===== src/rtl/cla_addsub_pipe.sv =====
// Pipelined carry-lookahead adder/subtractor: one BLOCK-bit lookahead group per
// register stage, group carry registered between stages, valid/ready at both ends.
module cla_addsub_pipe #(
    parameter int WIDTH = 16,
    parameter int BLOCK = 4
) (
    input  logic             clk,
    input  logic             rst,
    input  logic             in_valid,
    output logic             in_ready,
    input  logic [WIDTH-1:0] in1,
    input  logic [WIDTH-1:0] in2,
    input  logic             sub,
    input  logic             cin,
    output logic             out_valid,
    input  logic             out_ready,
    output logic [WIDTH-1:0] out,
    output logic             cout,
    output logic             ovf,
    output logic             zero
);

    localparam int NGRP = WIDTH / BLOCK;

    // Returns {group carry-out, carry into group MSB, group sum}; every carry is a
    // flat sum of generate/propagate products rather than a rippled chain.
    function automatic logic [BLOCK+1:0] groupAdd(input logic [BLOCK-1:0] a,
                                                  input logic [BLOCK-1:0] b,
                                                  input logic c0);
        logic [BLOCK-1:0] p;
        logic [BLOCK-1:0] g;
        logic [BLOCK:0]   c;
        logic             term;
        p    = a ^ b;
        g    = a & b;
        c    = '0;
        c[0] = c0;
        for (int i = 0; i < BLOCK; i++) begin
            term = c0;
            for (int j = 0; j <= i; j++) term = term & p[j];
            c[i+1] = term;
            for (int j = 0; j <= i; j++) begin
                term = g[j];
                for (int k = j + 1; k <= i; k++) term = term & p[k];
                c[i+1] = c[i+1] | term;
            end
        end
        return {c[BLOCK], c[BLOCK-1], p ^ c[BLOCK-1:0]};
    endfunction

    logic [NGRP-1:0]  validQ, validD;
    logic [NGRP-1:0]  carryQ, carryD;
    logic [WIDTH-1:0] aQ   [NGRP];
    logic [WIDTH-1:0] aD   [NGRP];
    logic [WIDTH-1:0] bQ   [NGRP];
    logic [WIDTH-1:0] bD   [NGRP];
    logic [WIDTH-1:0] sumQ [NGRP];
    logic [WIDTH-1:0] sumD [NGRP];
    logic             ovfQ, ovfD;

    logic [WIDTH-1:0] stgA   [NGRP];
    logic [WIDTH-1:0] stgB   [NGRP];
    logic [WIDTH-1:0] stgSum [NGRP];
    logic [NGRP-1:0]  stgC;
    logic [NGRP-1:0]  stgV;
    logic [BLOCK+1:0] grpRes [NGRP];
    logic             en;

    assign en       = ~validQ[NGRP-1] | out_ready;
    assign in_ready = en;

    // Stage 0 is fed by the ports with B and carry-in already inverted for
    // subtraction; every later stage is fed by the registers of the stage before.
    always_comb begin
        stgA[0]   = in1;
        stgB[0]   = sub ? ~in2 : in2;
        stgC[0]   = cin ^ sub;
        stgV[0]   = in_valid;
        stgSum[0] = '0;
        for (int k = 1; k < NGRP; k++) begin
            stgA[k]   = aQ[k-1];
            stgB[k]   = bQ[k-1];
            stgC[k]   = carryQ[k-1];
            stgV[k]   = validQ[k-1];
            stgSum[k] = sumQ[k-1];
        end
    end

    always_comb begin
        ovfD = 1'b0;
        for (int k = 0; k < NGRP; k++) begin
            grpRes[k]                  = groupAdd(stgA[k][k*BLOCK +: BLOCK],
                                                  stgB[k][k*BLOCK +: BLOCK], stgC[k]);
            sumD[k]                    = stgSum[k];
            sumD[k][k*BLOCK +: BLOCK]  = grpRes[k][BLOCK-1:0];
            carryD[k]                  = grpRes[k][BLOCK+1];
            validD[k]                  = stgV[k];
            aD[k]                      = stgA[k];
            bD[k]                      = stgB[k];
        end
        ovfD = grpRes[NGRP-1][BLOCK+1] ^ grpRes[NGRP-1][BLOCK];
    end

    // The whole pipe advances together; with a stalled output every stage holds.
    always_ff @(posedge clk or posedge rst) begin
        if (rst) begin
            validQ <= '0;
            carryQ <= '0;
            ovfQ   <= 1'b0;
            for (int k = 0; k < NGRP; k++) begin
                aQ[k]   <= '0;
                bQ[k]   <= '0;
                sumQ[k] <= '0;
            end
        end else if (en) begin
            validQ <= validD;
            carryQ <= carryD;
            ovfQ   <= ovfD;
            for (int k = 0; k < NGRP; k++) begin
                aQ[k]   <= aD[k];
                bQ[k]   <= bD[k];
                sumQ[k] <= sumD[k];
            end
        end
    end

    assign out_valid = validQ[NGRP-1];
    assign out       = sumQ[NGRP-1];
    assign cout      = carryQ[NGRP-1];
    assign ovf       = ovfQ;
    assign zero      = ~|sumQ[NGRP-1];

endmodule

===== config.mk =====
export PLATFORM = sky130hd
export DESIGN_NAME = cla_addsub_pipe
export DESIGN_NICKNAME = d
export VERILOG_FILES = /design/src/rtl/cla_addsub_pipe.sv
export SDC_FILE = /design/constraint.sdc
export NUM_CORES = 1
export LEC_CHECK = 0
export CAP_MARGIN = 20
export CORE_MARGIN = 2
export CORE_UTILIZATION = 50
export CTS_BUF_LIST = sky130_fd_sc_hd__clkbuf_4
export DETAILED_ROUTE_END_ITERATION = 12
export GPL_TIMING_DRIVEN = 0
export PLACE_DENSITY = 0.82
export SETUP_SLACK_MARGIN = 0.2
export SLEW_MARGIN = 20
export SYNTH_ARGS = -nofsm -noshare
export SYNTH_HDL_FRONTEND = slang
export SYNTH_SLANG_ARGS = --single-unit

===== constraint.sdc =====
create_clock -name clk -period 3.7 [get_ports clk]
set_input_delay 0.555 -clock clk [delete_from_list [all_inputs] [get_ports clk]]
set_output_delay 0.555 -clock clk [all_outputs]
set_load 0.02 [all_outputs]

==> results.json <==
{
  "instances_no_fill": 649,
  "reg2reg_depth": 5,
  "vias_per_cell": 5.16,
  "hold_violations": 0,
  "p_total_mw": 4.15,
  "numCtsBuffers": 9,
  "clkSinkCount": 97,
  "r2r_end": "stgSum[23]$_DFFE_PP0P_",
  "die_x_um": 98.1,
  "crit_family": "buffers and inverters",
  "io_pins": 59,
  "worst-setup-path-type": "input port to output port",
  "slew_violations": 0,
  "final_common_cell": "nand2_1",
  "rsz0062_at_grt": "no",
  "drive_gt1_frac": 0.0684,
  "synth.distinct_cells": 31,
  "antenna_found_initial": 0,
  "holdBufCountCts": 0,
  "grt_max_degree": 63,
  "die_y_um": 98.1,
  "root_buffer": "clkbuf_4",
  "power_density_nw_per_um2": 784,
  "rows": 34,
  "tritoncts": "done",
  "setup.worst_path.end_class": "output port",
  "p_leak_nw": 2.66,
  "grt-ovfl-total": 0,
  "cpPeakStageDelay_ns": 0.63,
  "cts.repair.resized": 0,
  "syn_inst": 468,
  "cp.depth": 6,
  "fin_area_sq_um": 5290,
  "setup_tns_ns": 0,
  "worstHoldPathType": "input port to async pin",
  "r2r-start": "aD[36]$_DFFE_PP0P_",
  "fin_nets": 599,
  "synthXorXnorAreaFrac": 0.0416,
  "fin_ws_ns": 0.958,
  "insertion_delay_ns": 0.45,
  "place_congestion": 0.800,
  "start_kind": "input port",
  "max-slew-margin-rel": 0.654,
  "start_util": 0.512,
  "period_share": 0.741,
  "worst_path_max_delay_cell": "clkdlybuf4s50_1",
  "fin_crit_ns": 2.74,
  "grt_pass1_wl_um": 15700,
  "clockBufferDepth": 2,
  "ys_async_sr_fraction": 1.00,
  "pre_cts_ws_ns": 0.949,
  "cts.repair_timing.setup_buffer_count": 0,
  "netlist_top_cells_area": "dfrtp_1 55%, nand2_1 17%, ha_1 5.7%",
  "skew_ns": 0.0164,
  "synthAdderAreaFrac": 0.0746,
  "first_global_vias": 3404,
  "synth.mux.area_fraction": 0,
  "syn_area_per_cell_sq_um": 9.46,
  "synth_top_family_by_area": "simple AND/OR/NAND/NOR gates",
  "synthSimpleGateAreaFrac": 0.203,
  "ant_nets": 0,
  "drtPass1Iterations": 4,
  "dieArea_sq_um": 9620,
  "final_cell_mix": "197 x nand2_1, 97 x dfrtp_1, 57 x clkdlybuf4s50_1, 21 x o21ai_0, 20 x ha_1",
  "numPortBuffers": 57,
  "ir_worst_vdd_uv": 296,
  "track_usage": 0.204,
  "ys_warn_count": 0,
  "maxCapViolations": 0,
  "path_max_fanout": 10,
  "clkTransAtPathRegs_ns": 0.13,
  "outcome": "complete, no violations",
  "synth_compound_area_frac": 0.0885,
  "worstSetupStartpoint": "out_ready",
  "initialDrtViolationCount": 161,
  "synth-edff-count": 0,
  "synth_area_sq_um": 4430,
  "drc": 0,
  "vias": 3350,
  "crit_buf_inv": 5,
  "syn_nets": 530,
  "worst_pin_slew_ns": 0.520,
  "seq_area_frac_synth": 0.548,
  "critPathRequiredTime_ns": 3.14,
  "synth_ff_type": "dfrtp_1",
  "drt-total-wl_um": 9130,
  "htree_levels": 3,
  "crit_arrival_ns": 2.19,
  "setup_viol": 0,
  "diodes": 0,
  "crit_path_cell_trace": "clkdlybuf4s50_1, nor2b_1, buf_2, inv_2, buf_2, clkdlybuf4s50_1",
  "synth_seq_cells": 97,
  "synth.top_cell.area_share": 0.548,
  "fmax_ghz": 0.365,
  "area_delta_synth_final_pct": 19.5,
  "synth_top_cell_by_area": "dfrtp_1",
  "placed_cells": 634,
  "dp_hpwl_um": 6890,
  "wl_per_cell_um": 14.1,
  "reg2reg_slack_ns": 1.89,
  "placed_area_sq_um": 5160,
  "crit_end": "in_ready",
  "core-area_sq_um": 8640
}
-- per-stage QoR --
stage	util	hold slack, ns
finish	0.612	0.455
global route	0.612	0.495
CTS	0.612	0.467
detailed placement	0.598	0.448
global placement	0.594	0.441
floorplan	-	0.430
-- synthesized netlist by cell type, types with 5 or more instances --
cell / number
nand2_1: 197
dfrtp_1: 97
o21ai_0: 21
ha_1: 20
inv_1: 14
nor2_1: 13
buf_2: 12
xnor2_1: 11
xor2_1: 10
a21oi_1: 9
o21a_1: 9
buf_4: 8
nor3_1: 5
o31ai_1: 5
-- metal layers --
layer  GRT usage  wire length (um)
met1       0.264              3940
met5           0                 0
met2       0.350              4580
met3      0.0322               444
met4      0.0726               167
-- final cells by class --
| cell class | instances | area (sq um) |
|---|---|---|
| clock inverter | 4 | 45.0 |
| multi-input combinational | 333 | 1800 |
| sequential | 97 | 2430 |
| tap | 108 | 135 |
| clock buffer | 11 | 82.6 |
| inverter | 15 | 58.8 |
| fill | 717 | 3350 |
| timing repair buffer | 58 | 598 |
| buffer | 23 | 139 |
-- cell families (layout without fill, tap and decap cells) --
| group | after synthesis | in the layout |
|---|---|---|
| AO/OA/AOI/OAI | 60 | 60 |
| XOR/XNOR | 21 | 21 |
| adder cells (fa/ha/maj) | 24 | 24 |
| buffers and inverters | 38 | 111 |
| flip-flops | 97 | 97 |
| AND/OR/NAND/NOR | 228 | 228 |
-- registers in the layout (all words and copies together), names as in the netlist --
| register | flops |
|---|---|
| stgSum | 24 |
| ovf | 1 |
| validQ | 4 |
| carryQ | 4 |
| out | 16 |
| aD | 24 |
| bD | 24 |
-- worst min path at each step --
stage                                   endpoint  slack [ns]  depth (start not counted)
final                         out[6]$_DFFE_PP0P_        0.45                          2
after global routing          bD[43]$_DFFE_PP0P_        0.50                          3
after CTS                     out[6]$_DFFE_PP0P_        0.47                          2
after detailed placement  stgSum[19]$_DFFE_PP0P_        0.45                          2
after global placement     validQ[2]$_DFFE_PP0P_        0.44                          2
after floorplan            validQ[2]$_DFFE_PP0P_        0.43                          2
-- report_power, final --
part	leakage (nW)	internal [mW]	total, mW	switching (mW)
registers	1.16	1.53	1.82	0.291
logic	1.43	0.784	1.78	0.997
clock network	0.0680	0.214	0.542	0.329
total	2.66	2.53	4.15	1.62
(Power assumes the default switching activity.)
